[src/rtl/rv32v_elem_sequencer.sv]
// Element sequencer: splits one decoded vector instruction into NUM_LANES-wide beats with per-lane enables.
// First beat one cycle after accept; beat fields hold while uop_ready is low; done pulses one cycle after the last beat.
package rv32v_seq_pkg;

  typedef enum logic [2:0] {
    VFU_ALU = 3'd0,
    VFU_MUL = 3'd1,
    VFU_DIV = 3'd2,
    VFU_RED = 3'd3,
    VFU_MSK = 3'd4,
    VFU_PRM = 3'd5
  } vfu_e;

  typedef struct packed {
    vfu_e       fu;
    logic [5:0] funct6;
    logic [2:0] funct3;
    logic [4:0] vd;
    logic [4:0] vs1;
    logic [4:0] vs2;
    logic [1:0] vsew;
  } vexec_t;

endpackage

module rv32v_elem_sequencer
  import rv32v_seq_pkg::*;
#(
  parameter int NUM_LANES = 4,
  parameter int VLEN      = 128,
  parameter int VL_W      = $clog2(VLEN) + 1
) (
  input  logic                 CLK,
  input  logic                 RST,
  input  logic                 flush,
  input  logic                 dec_valid,
  output logic                 dec_ready,
  input  logic                 dec_legal,
  input  vexec_t               dec_vexec,
  input  logic                 dec_disable_mask,
  input  logic                 dec_vm,
  input  logic [VL_W-1:0]      dec_vl,
  input  logic [VL_W-1:0]      dec_vstart,
  input  logic [NUM_LANES-1:0] mask_bits,
  output logic                 uop_valid,
  input  logic                 uop_ready,
  output vexec_t               uop_vexec,
  output logic [VL_W-1:0]      uop_eidx,
  output logic [NUM_LANES-1:0] uop_lane_en,
  output logic                 uop_first,
  output logic                 uop_last,
  output logic                 done,
  output logic                 illegal,
  output logic                 busy
);

  typedef enum logic [1:0] {
    IDLE  = 2'd0,
    ISSUE = 2'd1,
    DONE  = 2'd2
  } state_e;

  localparam logic [VL_W-1:0] ALIGN_MASK = ~VL_W'(NUM_LANES - 1);
  localparam logic [VL_W-1:0] LANES_V    = VL_W'(NUM_LANES);

  state_e          state_q, state_d;
  vexec_t          vexec_q, vexec_d;
  logic            dmask_q, dmask_d;
  logic            vm_q, vm_d;
  logic [VL_W-1:0] vl_q, vl_d;
  logic [VL_W-1:0] vstart_q, vstart_d;
  logic [VL_W-1:0] eidx_q, eidx_d;
  logic            first_q, first_d;
  logic            illegal_q, illegal_d;

  logic                 in_issue;
  logic                 clr_fields;
  logic [VL_W-1:0]      eidx_next;
  logic                 beat_last;
  logic [NUM_LANES-1:0] lane_en;

  assign in_issue  = (state_q == ISSUE);
  assign eidx_next = eidx_q + LANES_V;
  assign beat_last = (eidx_next >= vl_q);

  // A lane is live only inside [vstart, vl) and when the mask (if honoured) allows it.
  for (genvar g = 0; g < NUM_LANES; g++) begin : g_lane
    logic [VL_W-1:0] lane_idx;
    assign lane_idx   = eidx_q + VL_W'(g);
    assign lane_en[g] = (lane_idx >= vstart_q) && (lane_idx < vl_q) &&
                        (dmask_q || vm_q || mask_bits[g]);
  end

  always_comb begin
    state_d    = state_q;
    vexec_d    = vexec_q;
    dmask_d    = dmask_q;
    vm_d       = vm_q;
    vl_d       = vl_q;
    vstart_d   = vstart_q;
    eidx_d     = eidx_q;
    first_d    = first_q;
    illegal_d  = 1'b0;
    clr_fields = 1'b0;

    case (state_q)
      IDLE: begin
        if (dec_valid) begin
          if (!dec_legal) begin
            illegal_d = 1'b1;
          end else begin
            vexec_d  = dec_vexec;
            dmask_d  = dec_disable_mask;
            vm_d     = dec_vm;
            vl_d     = dec_vl;
            vstart_d = dec_vstart;
            eidx_d   = dec_vstart & ALIGN_MASK;
            first_d  = 1'b1;
            state_d  = (dec_vstart >= dec_vl) ? DONE : ISSUE;
          end
        end
      end
      ISSUE: begin
        if (uop_ready) begin
          eidx_d  = eidx_next;
          first_d = 1'b0;
          if (beat_last) begin
            state_d = DONE;
          end
        end
      end
      DONE: begin
        state_d    = IDLE;
        clr_fields = 1'b1;
      end
      default: begin
        state_d    = IDLE;
        clr_fields = 1'b1;
      end
    endcase

    // Flush beats every transition, including an accept or reject in IDLE.
    if (flush) begin
      state_d    = IDLE;
      illegal_d  = 1'b0;
      clr_fields = 1'b1;
    end

    if (clr_fields) begin
      vexec_d  = '0;
      dmask_d  = 1'b0;
      vm_d     = 1'b0;
      vl_d     = '0;
      vstart_d = '0;
      eidx_d   = '0;
      first_d  = 1'b0;
    end
  end

  always_ff @(posedge CLK or posedge RST) begin
    if (RST) begin
      state_q   <= IDLE;
      vexec_q   <= '0;
      dmask_q   <= 1'b0;
      vm_q      <= 1'b0;
      vl_q      <= '0;
      vstart_q  <= '0;
      eidx_q    <= '0;
      first_q   <= 1'b0;
      illegal_q <= 1'b0;
    end else begin
      state_q   <= state_d;
      vexec_q   <= vexec_d;
      dmask_q   <= dmask_d;
      vm_q      <= vm_d;
      vl_q      <= vl_d;
      vstart_q  <= vstart_d;
      eidx_q    <= eidx_d;
      first_q   <= first_d;
      illegal_q <= illegal_d;
    end
  end

  assign dec_ready   = (state_q == IDLE);
  assign busy        = (state_q != IDLE);
  assign done        = (state_q == DONE);
  assign illegal     = illegal_q;
  assign uop_valid   = in_issue;
  assign uop_vexec   = vexec_q;
  assign uop_eidx    = eidx_q;
  assign uop_lane_en = in_issue ? lane_en : '0;
  assign uop_first   = in_issue & first_q;
  assign uop_last    = in_issue & beat_last;

endmodule

[config.mk]
export PLATFORM = sky130hd
export DESIGN_NAME = rv32v_elem_sequencer
export DESIGN_NICKNAME = d
export VERILOG_FILES = /design/src/rtl/rv32v_elem_sequencer.sv
export SDC_FILE = /design/constraint.sdc
export NUM_CORES = 1
export LEC_CHECK = 0
export CAP_MARGIN = 20
export CORE_ASPECT_RATIO = 2
export CORE_MARGIN = 5
export CORE_UTILIZATION = 43
export DETAILED_ROUTE_END_ITERATION = 8
export PLACE_DENSITY_LB_ADDON = 0.3
export SETUP_SLACK_MARGIN = 0.5
export SLEW_MARGIN = 15
export SYNTH_ARGS = -nofsm -noshare
export SYNTH_HDL_FRONTEND = slang
export SYNTH_SLANG_ARGS = --single-unit
[constraint.sdc]
create_clock -name CLK -period 2.05 [get_ports CLK]
set_input_delay 0.3075 -clock CLK [delete_from_list [all_inputs] [get_ports CLK]]
set_output_delay 0.3075 -clock CLK [all_outputs]
set_load 0.02 [all_outputs]
==> results.json, run 1 <==
{
  "cts.reportedPaths.clkPinSlew_ns": 0.06,
  "cts.path.max_buffers": 2,
  "dp_hpwl_um": 7680,
  "synth_edf_count": 0,
  "synth-warning-count": 0,
  "cpPeakStageDelay_ns": 0.48,
  "violations": "negative setup slack",
  "postLayoutSetupSlackWorst_ns": -0.445,
  "num-nets-final": 611,
  "synthCells": 327,
  "wire_per_inst_um": 20.4,
  "finalSetupViolCount": 6,
  "place_area_um2": 4980,
  "core_area_um2": 7830,
  "async_flop_share": 1.00,
  "hold_path_class": "in2async",
  "vias_per_cell": 5.66,
  "cts_tree": "built",
  "ys_ff_latch": 57,
  "synth.cell_area_um2": 3390,
  "whs_ns": 0.393,
  "critPathSlowestCell": "dfrtp_2",
  "syn2layout_area_growth_pct": 77.1,
  "status": "finished with violations",
  "route.vias.total": 3432,
  "final_cell_area_um2": 6000,
  "cts_buffers": 9,
  "slew_headroom": 0.610,
  "portBuffers": 102,
  "path_cells": "nand3_2, xnor2_2, ha_1, a21oi_2, a2bb2oi_2, o21ai_2, nor2_2, nor2_2, buf_6",
  "fin_crit_sh": 1.22,
  "synth.distinct_cells": 42,
  "total_power_w": 0.00665,
  "critPathBufInv": 1,
  "boundaryPins": 105,
  "hold_viol_final": 0,
  "ctsRootBufferMaster": "clkbuf_16",
  "drive_gt1_frac": 0.378,
  "grt_pass1_vias": 3685,
  "min_period_ns": 2.49,
  "synthFlopType": "dfrtp_1",
  "p_per_area_nw_per_um2": 1110,
  "die-area_um2": 9870,
  "synth.largest_area_cell": "dfrtp_1",
  "yosys.area.top_type_share": 0.421,
  "grt_max_degree": 27,
  "slew_viol_final": 0,
  "start_kind": "flop",
  "max_freq_mhz": 401,
  "overflow": 0,
  "worst_path_most_repeated_cell": "nor2_2",
  "clock_sinks": 57,
  "crit_fanout": 7,
  "synth.area.top_cells": "dfrtp_1 42%, ha_1 17%, a22o_1 12%, inv_1 2.7%, nand2_1 1.9%",
  "arrival_ns": 2.19,
  "fin_skew_ns": 0.00959,
  "rsz0062_at_grt": "true",
  "gp_congestion": 0.893,
  "crit_type": "reg2out",
  "grt_usage": 0.234,
  "crit_family": "flip-flops",
  "placementRows": 46,
  "initial_utilization": 0.433,
  "drc_errors": 0,
  "avgSynthCellArea_um2": 10.4,
  "drt-total-wl_um": 12300,
  "antenna_found_initial": 0,
  "tightest_slew_ns": 0.584,
  "num_antenna_cells": 0,
  "ys_seq_area_frac": 0.421,
  "fill_cells": 520,
  "die_w_um": 72.8,
  "leakage_nw": 2.85,
  "drt_iter0_drc": 153,
  "htree_levels": 3,
  "cp-end-kind": "output pin",
  "antenna_left": 0,
  "ir_worst_vdd_uv": 783,
  "tns_ns": -2.25,
  "chipHeight_um": 136,
  "insertion_delay_ns": 0.33,
  "worstPathRequired_ns": 1.74,
  "maxCapViolations": 0,
  "grt_pass1_wl_um": 18000,
  "fin_util": 0.767,
  "firstDrtPassIters": 4
}
==> synthesized netlist by cell type, drive strengths merged, types with 2 or more instances <==
library cell / n
dfrtp: 57
a22o: 48
ha: 47
inv: 24
nand2: 17
o21ai: 16
nor2: 15
a21oi: 12
clkbuf: 12
buf: 11
nor3: 9
a211oi: 7
nand3: 7
a21o: 4
nor2b: 4
o211ai: 4
o31ai: 4
a2111oi: 3
o2111ai: 3
xnor2: 3
and3: 2
nand2b: 2
o21a: 2
o22ai: 2
==> metrics by stage <==
stage / std cells / worst slack, ns
after CTS: 599 / -0.437
after detailed placement: 563 / -0.570
after floorplan: 328 / -0.00152
after global routing: 606 / -0.518
final: 606 / -0.445
after global placement: 563 / -0.499
==> worst reg2reg max path, delay by kind of cell, from the launching register on <==
family | cells | cell delay [ns]
flops | 1 | 0.48
compound gates | 5 | 0.66
simple gates | 1 | 0.15
xor+xnor | 1 | 0.18
buf+inv | 5 | 0.57
fa+ha+maj | 1 | 0.33
==> power breakdown <==
| part | switching [W] | internal [W] |
|---|---|---|
| Combinational | 0.00173 | 0.00191 |
| Sequential | 0.000135 | 0.00125 |
| Clock | 0.000506 | 0.00111 |
| Total | 0.00237 | 0.00428 |
==> layer usage <==
metal,routed length [um],vias up,global-route usage
met5,0,-,0
li1,-,1578,-
met2,6460,144,0.392
met3,736,41,0.0572
met4,532,0,0.124
met1,4620,1669,0.269
==> layout by cell type (no fill, tap or decap), types with 5 or more instances in the layout <==
master and n:
a21oi_1 10, a22o_1 48, buf_12 5, buf_4 66, buf_6 27, clkbuf_16 9, clkdlybuf4s50_1 56, dfrtp_1 51
dfrtp_2 6, dlygate4sd2_1 30, ha_1 33, ha_4 13, inv_1 20, nand2_1 15, nor2_1 9, nor3_1 5
o21ai_2 10
==> area by class of cell <==
type / count / area [um2] / area share
clock inverters: 3 / 65.1 / 0.0108
well taps: 96 / 120 / 0.0200
multi-input cells: 224 / 2230 / 0.371
inverters: 24 / 98.8 / 0.0165
flip-flops and latches: 57 / 1430 / 0.239
repair buffers: 191 / 1800 / 0.300
clock buffers: 11 / 253 / 0.0421
==> flip-flops by register name, summed over array words and instances, names as in the netlist <==
register,count
dmask_q,1
first_q,1
illegal,1
state_q,2
uop_eidx,6
uop_vexec,29
vl_q,8
vm_q,1
vstart_q,8
==> what timing repair did <==
| action | CTS | global route |
|---|---|---|
| hold buffers | 0 | 0 |
| pin swaps | 86 | 29 |
| setup endpoints to repair | 54 | 69 |
| cloned | 0 | 0 |
| buffers inserted | 22 | 7 |
| resized for setup | 162 | 44 |
| endpoints found under the hold margin | 0 | 0 |
==> cell families after synthesis <==
logic type / after synthesis / share of synthesized area
compound gates: 110 / 0.249
xor+xnor: 4 / 0.0103
fa+ha+maj: 47 / 0.173
buf+inv: 47 / 0.0587
flops: 57 / 0.421
mux: 1 / 0.00295
other cells: 1 / 0.00111
simple gates: 60 / 0.0841
==> final timing paths <==
check	start	to	slack, ns	cells after the start
hold / removal	RST	uop_eidx[5]$_DFFE_PP0P_	0.39	2
max in group asynchronous	RST	vl_q[3]$_DFFE_PP0P_	1.12	3
setup reg to reg	uop_eidx[3]$_DFFE_PP0P_	state_q[0]$_DFFE_PP0P_	-0.37	13
hold reg to reg	uop_vexec[26]$_DFFE_PP0P_	uop_vexec[26]$_DFFE_PP0P_	0.50	1
min in group CLK	uop_vexec[26]$_DFFE_PP0P_	uop_vexec[26]$_DFFE_PP0P_	0.50	1
setup / recovery	uop_eidx[3]$_DFFE_PP0P_	uop_last	-0.44	9
(Power assumes the default switching activity.)
==> inputs of run 2 (changes only) <==
--- a/config.mk
+++ b/config.mk
@@ -10,6 +10,7 @@
 export CORE_MARGIN = 5
 export CORE_UTILIZATION = 43
 export DETAILED_ROUTE_END_ITERATION = 8
+export GPL_ROUTABILITY_DRIVEN = 0
 export PLACE_DENSITY_LB_ADDON = 0.3
 export SETUP_SLACK_MARGIN = 0.5
 export SLEW_MARGIN = 15
==> results.json, run 2 (synthesis results as in run 1) <==
{
  "status": "finished with violations",
  "violations": "negative setup slack",
  "drt-total-wl_um": 12300,
  "insertion_delay_ns": 0.33,
  "crit_type": "reg2out",
  "p_per_area_nw_per_um2": 1030,
  "dp_hpwl_um": 7760,
  "crit_family": "adder cells",
  "cts_tree": "built",
  "grt_pass1_vias": 3596,
  "critPathSlowestCell": "dfrtp_2",
  "grt_pass1_wl_um": 17900,
  "fin_skew_ns": 0.00434,
  "finalSetupViolCount": 7,
  "whs_ns": 0.337,
  "arrival_ns": 2.33,
  "antenna_found_initial": 0,
  "ctsRootBufferMaster": "clkbuf_16",
  "cts.path.max_buffers": 2,
  "core_area_um2": 7830,
  "total_power_w": 0.00610,
  "grt_usage": 0.232,
  "cp-end-kind": "output pin",
  "placementRows": 46,
  "num-nets-final": 611,
  "boundaryPins": 105,
  "grt_max_degree": 30,
  "fin_crit_sh": 1.29,
  "met2_length_um": 6400,
  "vias_per_cell": 5.74,
  "wire_per_inst_um": 20.2,
  "fill_cells": 527,
  "layout_common_cells": "68 x buf_4, 56 x clkdlybuf4s50_1, 51 x dfrtp_1, 48 x a22o_1, 39 x ha_1",
  "chipHeight_um": 136,
  "initial_utilization": 0.433,
  "route.vias.total": 3490,
  "route.met3.wl_um": 740,
  "hold_path_class": "in2async",
  "syn2layout_area_growth_pct": 74.8,
  "worstPathRequired_ns": 1.74,
  "final_cell_area_um2": 5930,
  "max_freq_mhz": 379,
  "crit_fanout": 6,
  "clock_sinks": 57,
  "hold_buffers": 0,
  "wl_met1_um": 4570,
  "htree_levels": 3,
  "cts_buffers": 9,
  "portBuffers": 102,
  "rsz0062_at_grt": "true",
  "die-area_um2": 9870,
  "slew_viol_final": 0,
  "drt_iter0_drc": 149,
  "min_period_ns": 2.64,
  "ir_worst_vdd_uv": 762,
  "firstDrtPassIters": 5,
  "die_w_um": 72.8,
  "place_area_um2": 5000,
  "cts.reportedPaths.clkPinSlew_ns": 0.05,
  "cpPeakStageDelay_ns": 0.48,
  "antenna_left": 0,
  "overflow": 0,
  "postLayoutSetupSlackWorst_ns": -0.591,
  "path_cells": "ha_4, nand3_4, xnor2_2, ha_1, buf_6, nand4_1, o21ai_2, nor2_2, nor2_2, buf_6",
  "drc_errors": 0,
  "largest_register_ffs": 29,
  "top_layer_used": "met4",
  "hold_viol_final": 0,
  "leakage_nw": 2.85,
  "num_antenna_cells": 0,
  "final_common_cell": "buf_4",
  "maxCapViolations": 0,
  "drive_gt1_frac": 0.346,
  "critPathBufInv": 2,
  "start_kind": "flop"
}
run 2: changes by cell type in the layout (fill, tap and decap cells not counted), moves of 4 or more:
| cell | previous run | this run |
|---|---|---|
| ha_1 | 33 | 39 |
| o21ai_2 | 10 | 5 |
| clkbuf_16 | 9 | 13 |
| ha_4 | 13 | 8 |
| buf_6 | 27 | 20 |
| o21ai_1 | 2 | 6 |
run 2: cell type report:
| type | instances | area, um2 | area share |
|---|---|---|---|
| Multi-Input combinational cell | 224 | 2120 | 0.358 |
| Timing Repair Buffer | 191 | 1860 | 0.313 |
| Sequential cell | 57 | 1430 | 0.242 |
| Clock buffer | 11 | 243 | 0.0409 |
| Tap cell | 96 | 120 | 0.0203 |
| Inverter | 24 | 98.8 | 0.0167 |
| Clock inverter | 5 | 55.1 | 0.00929 |
run 2: power breakdown:
part           total (W)  internal [W]  switching, W
logic            0.00323       0.00163       0.00160
registers        0.00139       0.00125      0.000132
clock network    0.00149      0.000968      0.000520
total            0.00610       0.00385       0.00225
run 2: worst reg2reg max path, cell delays in order (launching register included):
cell and delay (ns):
dfrtp_2 0.48, ha_4 0.18, nand3_4 0.07, xnor2_2 0.15, ha_1 0.32, buf_6 0.10
nand4_1 0.15, o21ai_2 0.22, buf_4 0.15, buf_6 0.10, o21ai_4 0.05, a22o_1 0.20
run 2: repair_timing:
item                       in CTS  in global routing
gates resized for setup       146                 40
cloned                          0                  6
pin swaps                      21                 17
setup endpoints to repair      54                 69
buffers inserted               12                  9
run 2: final timing paths:
| kind | from | to | slack, ns | depth (start not counted) |
|---|---|---|---|---|
| worst max-delay path | uop_eidx[2]$_DFFE_PP0P_ | uop_last | -0.59 | 10 |
| worst min-delay path | RST | vl_q[0]$_DFFE_PP0P_ | 0.34 | 2 |
| worst max register to register | uop_eidx[2]$_DFFE_PP0P_ | state_q[0]$_DFFE_PP0P_ | -0.23 | 11 |
| worst min register to register | uop_vexec[28]$_DFFE_PP0P_ | uop_vexec[28]$_DFFE_PP0P_ | 0.50 | 1 |
| max in group asynchronous | RST | vl_q[6]$_DFFE_PP0P_ | 1.25 | 3 |
| min in group CLK | uop_vexec[28]$_DFFE_PP0P_ | uop_vexec[28]$_DFFE_PP0P_ | 0.50 | 1 |
run 2: per-layer routing:
metal / GRT usage / vias to the layer above
met5: 0 / -
met4: 0.128 / 0
met3: 0.0535 / 49
met2: 0.377 / 141
met1: 0.277 / 1724
li1: - / 1576
run 2: metrics by stage:
step / TNS [ns] / setup slack, ns / cells / utilization
after detailed placement: -2.61 / -0.605 / 565 / 0.638
after floorplan: -0.00182 / -0.00152 / 328 / -
after CTS: -1.84 / -0.438 / 593 / 0.709
after global routing: -2.87 / -0.633 / 608 / 0.757
after global placement: -2.21 / -0.484 / 565 / 0.638
final: -2.56 / -0.591 / 608 / 0.757
